[src/rtl/cnn_pool.sv]
`timescale 1ns/1ps
`default_nettype none
// ============================================================================
// cnn_pool : per-channel 2x2/stride-2 signed max pooling with bypass.
// Revision : 1.0
// ============================================================================
module cnn_pool #(
  parameter int CH    = 4,
  parameter int DW    = 32,
  parameter int MAX_W = 64
) (
  input  logic                         clk,
  input  logic                         rst,
  input  logic                         conf_refresh,
  input  logic [$clog2(MAX_W+1)-1:0]   row_width,
  input  logic                         pool_en,
  input  logic [CH*DW-1:0]             conv_data,
  input  logic [CH-1:0]                conv_valid,
  output logic                         stall,
  output logic [CH*DW-1:0]             out_data,
  output logic [CH-1:0]                out_valid,
  input  logic                         out_ready
);

  localparam int WW = $clog2(MAX_W + 1);
  localparam int CW = $clog2(MAX_W);
  localparam logic [WW-1:0] W_MIN = WW'(2);
  localparam logic [WW-1:0] W_MAX = WW'(MAX_W);

  function automatic logic signed [DW-1:0] smax(input logic signed [DW-1:0] a,
                                                input logic signed [DW-1:0] b);
    return (a > b) ? a : b;
  endfunction

  logic [WW-1:0] width_q, width_d, last_col;
  logic          pool_en_q;

  always_comb begin
    width_d = row_width;
    if (row_width < W_MIN)      width_d = W_MIN;
    else if (row_width > W_MAX) width_d = W_MAX;
  end

  always_ff @(posedge clk) begin
    if (!rst) begin
      width_q   <= W_MIN;
      pool_en_q <= 1'b1;
    end else if (conf_refresh) begin
      width_q   <= width_d;
      pool_en_q <= pool_en;
    end
  end

  assign last_col = width_q - WW'(1);
  assign stall    = (|out_valid) & ~out_ready;

  for (genvar i = 0; i < CH; i++) begin : g_lane
    logic [CW-1:0]          col_q, col_d;
    logic                   par_q, par_d;
    logic signed [DW-1:0]   hold_q, hold_d, od_q, od_d, x, pair, lbuf_rd;
    logic                   ov_q, ov_d, fire, lb_we;
    logic signed [DW-1:0]   lbuf [MAX_W/2];

    assign x       = conv_data[i*DW +: DW];
    assign fire    = conv_valid[i] & ~stall & ~conf_refresh;
    assign pair    = smax(hold_q, x);
    assign lbuf_rd = lbuf[col_q[CW-1:1]];

    always_comb begin
      col_d  = col_q;
      par_d  = par_q;
      hold_d = hold_q;
      od_d   = od_q;
      ov_d   = ov_q;
      lb_we  = 1'b0;
      if (conf_refresh) begin
        col_d = '0;
        par_d = 1'b0;
        ov_d  = 1'b0;
      end else if (fire && !pool_en_q) begin
        od_d = x;
        ov_d = 1'b1;
      end else if (fire) begin
        // Odd columns close a horizontal pair; second row of the pair emits.
        if (!col_q[0]) begin
          hold_d = x;
          if (out_ready) ov_d = 1'b0;
        end else if (!par_q) begin
          lb_we = 1'b1;
          if (out_ready) ov_d = 1'b0;
        end else begin
          od_d = smax(lbuf_rd, pair);
          ov_d = 1'b1;
        end
        if (WW'(col_q) == last_col) begin
          col_d = '0;
          par_d = ~par_q;
        end else begin
          col_d = col_q + CW'(1);
        end
      end else if (out_ready) begin
        ov_d = 1'b0;
      end
    end

    always_ff @(posedge clk) begin
      if (!rst) begin
        col_q  <= '0;
        par_q  <= 1'b0;
        hold_q <= '0;
        od_q   <= '0;
        ov_q   <= 1'b0;
      end else begin
        col_q  <= col_d;
        par_q  <= par_d;
        hold_q <= hold_d;
        od_q   <= od_d;
        ov_q   <= ov_d;
      end
    end

    // Line buffer is storage only; stale contents are always overwritten before use.
    always_ff @(posedge clk) begin
      if (rst && lb_we) lbuf[col_q[CW-1:1]] <= pair;
    end

    assign out_data[i*DW +: DW] = od_q;
    assign out_valid[i]         = ov_q;
  end

endmodule
`default_nettype wire

[config.mk]
export PLATFORM = sky130hd
export DESIGN_NAME = cnn_pool
export DESIGN_NICKNAME = d
export VERILOG_FILES = /design/src/rtl/cnn_pool.sv
export SDC_FILE = /design/constraint.sdc
export NUM_CORES = 2
export LEC_CHECK = 0
export CORE_MARGIN = 5
export CORE_UTILIZATION = 62
export CTS_BUF_LIST = sky130_fd_sc_hd__clkbuf_16
export DETAILED_ROUTE_END_ITERATION = 7
export GPL_TIMING_DRIVEN = 0
export PLACE_DENSITY = 0.83
export REMOVE_ABC_BUFFERS = 1
export SLEW_MARGIN = 20
export SYNTH_ARGS = -nofsm -noshare
export SYNTH_HDL_FRONTEND = slang
export SYNTH_SLANG_ARGS = --single-unit
[constraint.sdc]
create_clock -name clk -period 5.9 [get_ports clk]
set_input_delay 0.59 -clock clk [delete_from_list [all_inputs] [get_ports clk]]
set_output_delay 0.59 -clock clk [all_outputs]
set_load 0.02 [all_outputs]
## Word level (Yosys, flattened, before mapping)

Memories as Yosys holds them, arrays and structs flattened. A register that Yosys moved wholly into a read port is not among the register bits.
Index checks and enable logic that the tools add are counted.

| word-level totals | value |
|---|---|
| register bits after elaboration | 296 |
| RAM bits | 4096 |
| memories | 4 |

Memories:

| memory | words | width | rd ports | clocked after Yosys merged registers in | write ports | line | source |
|---|---|---|---|---|---|---|---|
| g_lane[0].lbuf | 32 | 32 | 1 | 1 | 1 | 62 | `logic signed [DW-1:0] lbuf [MAX_W/2];` |
| g_lane[1].lbuf | 32 | 32 | 1 | 1 | 1 | 62 |  |
| g_lane[2].lbuf | 32 | 32 | 1 | 1 | 1 | 62 |  |
| g_lane[3].lbuf | 32 | 32 | 1 | 1 | 1 | 62 |  |

| operators by class | value |
|---|---|
| add/subtract/negate cells | 5 |
| order comparisons | 10 |
| equal/unequal tests | 4 |
| muxes and demuxes | 86 |
| bitwise gates (word level) | 25 |
| reduce and logical (&&, ||, !) cells | 39 |

Operators by type and width:

| cell | number |
|---|---|
| 2-to-1 mux 32 bit | 24 |
| > comparator 32 bit | 8 |
| 2-to-1 mux 1 bit | 48 |
| 2-to-1 mux 5 bit | 8 |
| AND reduction 4 bit | 8 |
| == test 6 x 7 -> 1 bit | 4 |
| adder 6 x 1 -> 6 bit, second input constant | 4 |
| 2-to-1 mux 6 bit | 4 |
| nonzero test 2 bit | 12 |
| inverter 1 bit | 16 |
| 2-to-1 mux 7 bit | 2 |
| AND reduction 3 bit | 4 |
| AND 1 bit | 9 |
| logical AND 1 bit | 8 |
| AND reduction 2 bit | 4 |
| > comparator 7 bit, second input constant | 1 |
| < comparator 7 x 2 -> 1 bit, second input constant | 1 |
| subtractor 7 x 1 -> 7 bit, second input constant | 1 |
| OR reduction 4 bit | 1 |
| OR reduction 2 bit | 1 |
| zero test 1 bit | 1 |

## Logic depth before layout (Yosys ltp)

| logic depth | value |
|---|---|
| word-level depth | 11 |
| mapped depth | 24 |
| gate-level depth less buffers | 21 |

## Worst setup path before layout

OpenSTA, ideal clock, no wires.

| timing | value |
|---|---|
| path kind | input port to flip-flop |
| start point | in conv_data[63] |
| end point | reg g_lane[1].od_q[10] |
| library setup time | 0.118 ns |
| arrival time | 5.163 ns |
| path slack | 0.620 ns |
| stages | 21 |
| buffers on the path | 2 |
| cells stage by stage | inv_1 ha_1 and4_1 nand2_1 nor4_2 nand3_1 and3_1 a311oi_2 buf_4 mux2_2 inv_1 ha_1 nand4_1 or4_4 or4_4 o32ai_2 mux2i_1 a21o_4 buf_6 nor2_2 o21ai_1 |

| between the ends | value |
|---|---|
| longest elaborated chain between the ends | 8 |

Ends and longest elaborated chain:

| item | line | source |
|---|---|---|
| start, declared | 17 | `input logic [CH*DW-1:0] conv_data,` |
| > comparator 32 bit | 32 | `return (a > b) ? a : b;` |
| 2-to-1 mux 32 bit | 32 |  |
| net g_lane[1].pair[29] | 60 | `logic signed [DW-1:0] hold_q, hold_d, od_q, od_d, x, pair, lbuf_rd;` |
| > comparator 32 bit | 32 |  |
| 2-to-1 mux 32 bit | 32 |  |
| 2-to-1 mux 32 bit | 88 | `end else if (!par_q) begin` |
| 2-to-1 mux 32 bit | 85 | `if (!col_q[0]) begin` |
| 2-to-1 mux 32 bit | 83 | `end else if (fire) begin` |
| 2-to-1 mux 32 bit | 80 | `end else if (fire && !pool_en_q) begin` |
| end signal, assigned | 111 | `od_q <= '0;` |
| end signal, assigned | 117 | `od_q <= od_d;` |
| end, declared | 60 |  |

The timed path passes the listed nets, and every way through them passes these cells. The select of a mux whose other input is x is not followed.
A chain may end at the register's enable or synchronous reset.

## Worst setup path after layout

| timing | value |
|---|---|
| start point | in conv_data[60] |
| end point | reg g_lane[1].od_q[11] |

Same word-level chain as after synthesis.

==> run_results.csv <==
group,metric,value,unit
route,firstDrtPassIters,8,
route,wirelength_met1,174.3,mm
cts,ctsHtreeMaxLevel,5,
power,clkPwrFrac,41.4,%
route,vias_per_cell,7.497,
synth,syn-instance-count,9777,
critical_path,r2r_setup_slack,-210,ps
synth,synth.cell_area,0.1791,mm²
critical_path,critical-path-slowest-cell,"clkdlybuf4s50_1",
sta,setup_viol,35,
route,routed-via-count,109203,
floorplan,io_pins,277,
sta,layout_setup_ws,-218.9,ps
min_path,min_path_type,"in -> reg",
floorplan,core_footprint,0.2879,mm²
critical_path,wp_buf_inv,6,
final_layout,layout.area.seq,0.1294,mm²
global_route,grt_pass1_wl,778.8,mm
critical_path,arrival_time_at_the_worst_endpoint,7010,ps
run,max_cap_viol_count,0,
synth,complex_gate_fraction_of_the_synthesized_area,4.810,%
sta,timing.clock.skew,58.84,ps
cts,cts.sink_count,4412,
floorplan,die_x,547.4,µm
critical_path,critPathTopFamily,"simple AND/OR/NAND/NOR gates",
final_layout,area_of_the_multi_input_gates,0.04900,mm²
synth,post_synth_mux_area_share,15.18,%
global_route,grt_use_total,36.14,%
route,dr_wl_met3,86.96,mm
critical_path,startpoint_type,"input pin",
power,internal_power,50.85,mW
power,report.power.total,65.75,mW
floorplan,dieArea,0.2997,mm²
synth,async_flop_share,0,%
power,power_leakage,67.06,nW
synth,synthSimpleGateAreaFrac,3.754,%
placed_design,hpwlAfterDp,316.9,mm
cts,clk_root_buffer_cell,"clkbuf_16",
power,p_per_area,312.1,mW/mm²
sta,tns,-5437,ps
synth,netlist-cell-type-count,77,
synth,yosysWarningCount,0,
route,maxUsedRoutingLayer,"met5",
critical_path,critPathMaxStageDelay,880,ps
sta,final.min_clock_period,6119,ps
final_layout,fin_nets,10806,
cts,path_clk_slew,60,ps
route,drt_first_iter_violations,21322,
sta,final_hold_violations,0,
power,seq_power_share,53.3,%
synth,yosys_register_bits,4412,
status,outcome,"finished with violations",
synth,post_synth_xor_area_fraction,0.2397,%
critical_path,path_cells,"clkdlybuf4s50_1, inv_1, ha_1, and4_1, nand2_1, nor4_4, nand3_1, and3_1, a311oi_4, buf_6, buf_12, mux2_4, inv_1, ha_1, nand3_1, or4_4, or4_4, o31ai_4, mux2i_4, buf_12, a21o_4, nor2_2, o21ai_1",
status,failed_checks,"design-rule violations, negative setup slack",
cts,clock_tree_from_tritoncts,"built",
route,drt.antenna.violating_nets,0,
critical_path,timing_worst_setup_path_type,"in -> reg",
placed_design,post-place-ws,-2939,ps
sta,slew_at_the_pin_closest_to_its_max_slew_limit,1153,ps
power,power.switching,14.90,mW
sta,finalMaxSlewViolations,0,
power,power.ir.vdd_worst,267.4,µV
global_route,grt_overflow_total,0,
critical_path,endpoint_kind,"flip-flop",
route,drt_drc_violations_left,15,
synth,postSynth.topFlopCell,"edfxtp_1",
power,share_comb_of_total_power,5.3,%
cts,worst_skew_pair.late_latency,1020,ps
critical_path,worst_ep_required_time,6790,ps
final_layout,syn_to_final_growth,17.66,%
global_route,grt_pass1_vias,108820,
synth,syn-mean-instance-area,18.31,µm²
final_layout,fin_util,73.18,%
floorplan,fp.dieH,547.4,µm
synth,ys_seq_area_share,72.22,%
route,totalWireLength,565.3,mm
sta,timing.final.crit_share,103.7,%
final_layout,fill_count,14727,
route,post_drt_wl_per_cell,38.81,µm
cts,clock_tree.buffer_depth,4,
synth,synth-edff-count,4096,
sta,max_clock_freq,163.4,MHz
cts,number_of_cts_inserted_buffers,418,
placed_design,io_buffers,276,
power,switching_share,22.66,%
global_route,number_of_antenna_violations_at_the_first_check_in_global_routing,31,
critical_path,critPathMaxFanout,17,
route,met2RoutedLength,264.5,mm
final_layout,layout.cells.most_common,"edfxtp_1",
floorplan,rows,197,
sta,max_slew_margin,23.04,%
placed_design,globalplace.congestion,0.8516,
final_layout,share_of_final_layout_standard_cells_stronger_than_drive_strength_1,24.55,%
final_layout,final_cell_mix,"edfxtp_1, mux4_2, nand2_1, clkbuf_16, inv_1",
synth,synthAdderAreaFrac,1.824,%
floorplan,effective_utilization_at_floorplan,62.20,%
global_route,pin_count_of_the_biggest_net_entering_global_routing,97,
synth,synth_top_family_by_area,"multiplexers",
-- synthesized netlist by cell type, types with 11 or more instances --
cell / number / share of area [%]
a2111oi_0: 32 / 0.16
a21o_1: 53 / 0.22
a21oi_1: 369 / 1.0
a22oi_1: 255 / 1.1
a32oi_1: 31 / 0.15
a41oi_1: 32 / 0.16
and2_1: 35 / 0.12
and3_1: 37 / 0.13
buf_1: 77 / 0.16
buf_2: 97 / 0.27
buf_4: 11 / 0.046
clkbuf_1: 378 / 0.79
dfxtp_1: 316 / 3.5
edfxtp_1: 4096 / 69
ha_1: 261 / 1.8
inv_1: 303 / 0.64
mux2_2: 187 / 1.2
mux2i_1: 203 / 1.1
mux4_2: 1023 / 13
nand2_1: 532 / 1.1
nand2b_1: 55 / 0.19
nand3_1: 134 / 0.37
nand4_1: 99 / 0.35
nor2_1: 390 / 0.82
nor2_2: 30 / 0.10
nor2b_1: 55 / 0.19
nor3_1: 14 / 0.039
nor4_1: 17 / 0.059
o211ai_1: 11 / 0.046
o21ai_0: 185 / 0.52
o21ai_1: 62 / 0.17
o221ai_1: 29 / 0.14
o22a_1: 32 / 0.16
o22ai_1: 33 / 0.12
o311ai_1: 29 / 0.14
o31a_1: 32 / 0.16
o31ai_1: 33 / 0.14
o32a_1: 33 / 0.18
or3_1: 33 / 0.12
xnor2_1: 22 / 0.11
xor2_1: 27 / 0.13
-- power groups by stage --
stage	clock network, mW	logic, mW	registers, mW
after floorplan	0	1.55	35.7
after global placement	0	2.49	35.7
after detailed placement	0	2.84	35.7
after CTS	27.1	3.06	35.0
after global routing	28.6	3.63	35.0
final	27.2	3.51	35.0
-- worst paths after layout --
path / start / to / cells past startpoint
max: conv_data[60] / g_lane[1].od_q[11]$_SDFFE_PN0P_ / 23
min: conv_data[31] / g_lane[0].hold_q[31]$_SDFFE_PN0P_ / 3
max reg2reg: g_lane[1].hold_q[1]$_SDFFE_PN0P_ / g_lane[1].od_q[11]$_SDFFE_PN0P_ / 20
min reg2reg: g_lane[1].od_q[19]$_SDFFE_PN0P_ / g_lane[1].od_q[19]$_SDFFE_PN0P_ / 2
-- what timing repair did --
item,in CTS,in global routing
cloned,13,34
hold buffers,0,0
gates resized for setup,78,131
buffers inserted,29,46
endpoints found under the setup margin,128,128
pin swaps,12,21
-- layout make-up --
cell class              count  share of cell area (%)
flip-flops and latches   4412                   61.42
inverters                 304                  0.5464
repair inverters            1                0.002376
multi-input cells        4532                   23.26
clock buffers             427                   5.072
well taps                3781                   2.246
diodes                     22                 0.02613
clock inverters           355                   1.352
repair buffers            732                   6.077
-- state kept, by name (all words and copies together) (netlist names), named ones only --
name	count
width_q	7
g_lane.hold_q	128
g_lane.ov_q	4
g_lane.par_q	4
pool_en_q	1
g_lane.od_q	128
g_lane.lbuf	4096
g_lane.col_q	24
-- metrics by stage --
step / cells / hold WS [ps] / instance area, µm²
after floorplan: 9204 / 446.8 / 176700
after global placement: 13261 / 437.7 / 184200
after detailed placement: 13640 / 440.7 / 194800
after CTS: 14464 / 202.7 / 209200
after global routing: 14552 / 79.43 / 210600
final: 14566 / 84.41 / 210700
-- worst register-to-register path, delay by kind of cell (launching register included) --
| family | cells | cell delay, ps |
|---|---|---|
| muxes | 2 | 520 |
| DFF | 1 | 710 |
| and+or+nand+nor | 4 | 1510 |
| adders and majority gates | 2 | 560 |
| AOI/OAI and AO/OA | 8 | 1940 |
| buffers and inverters | 4 | 770 |
-- metal layers --
| layer | vias to the layer above | GRT usage, % |
|---|---|---|
| li1 | 40974 | - |
| met1 | 53900 | 46.77 |
| met2 | 11459 | 57.05 |
| met3 | 2842 | 9.871 |
| met4 | 28 | 18.58 |
| met5 | - | 0 |
-- cell families (layout without fill, tap and decap cells) --
family,count (synthesis),in the layout
and+or+nand+nor,1464,1468
muxes,1413,1449
AOI/OAI and AO/OA,1301,1305
buffers and inverters,877,1819
DFF,4412,4412
adders and majority gates,261,261
other,0,22
xor gates and xnor gates,49,49
No activity file was read; power rests on OpenSTA's default activity.
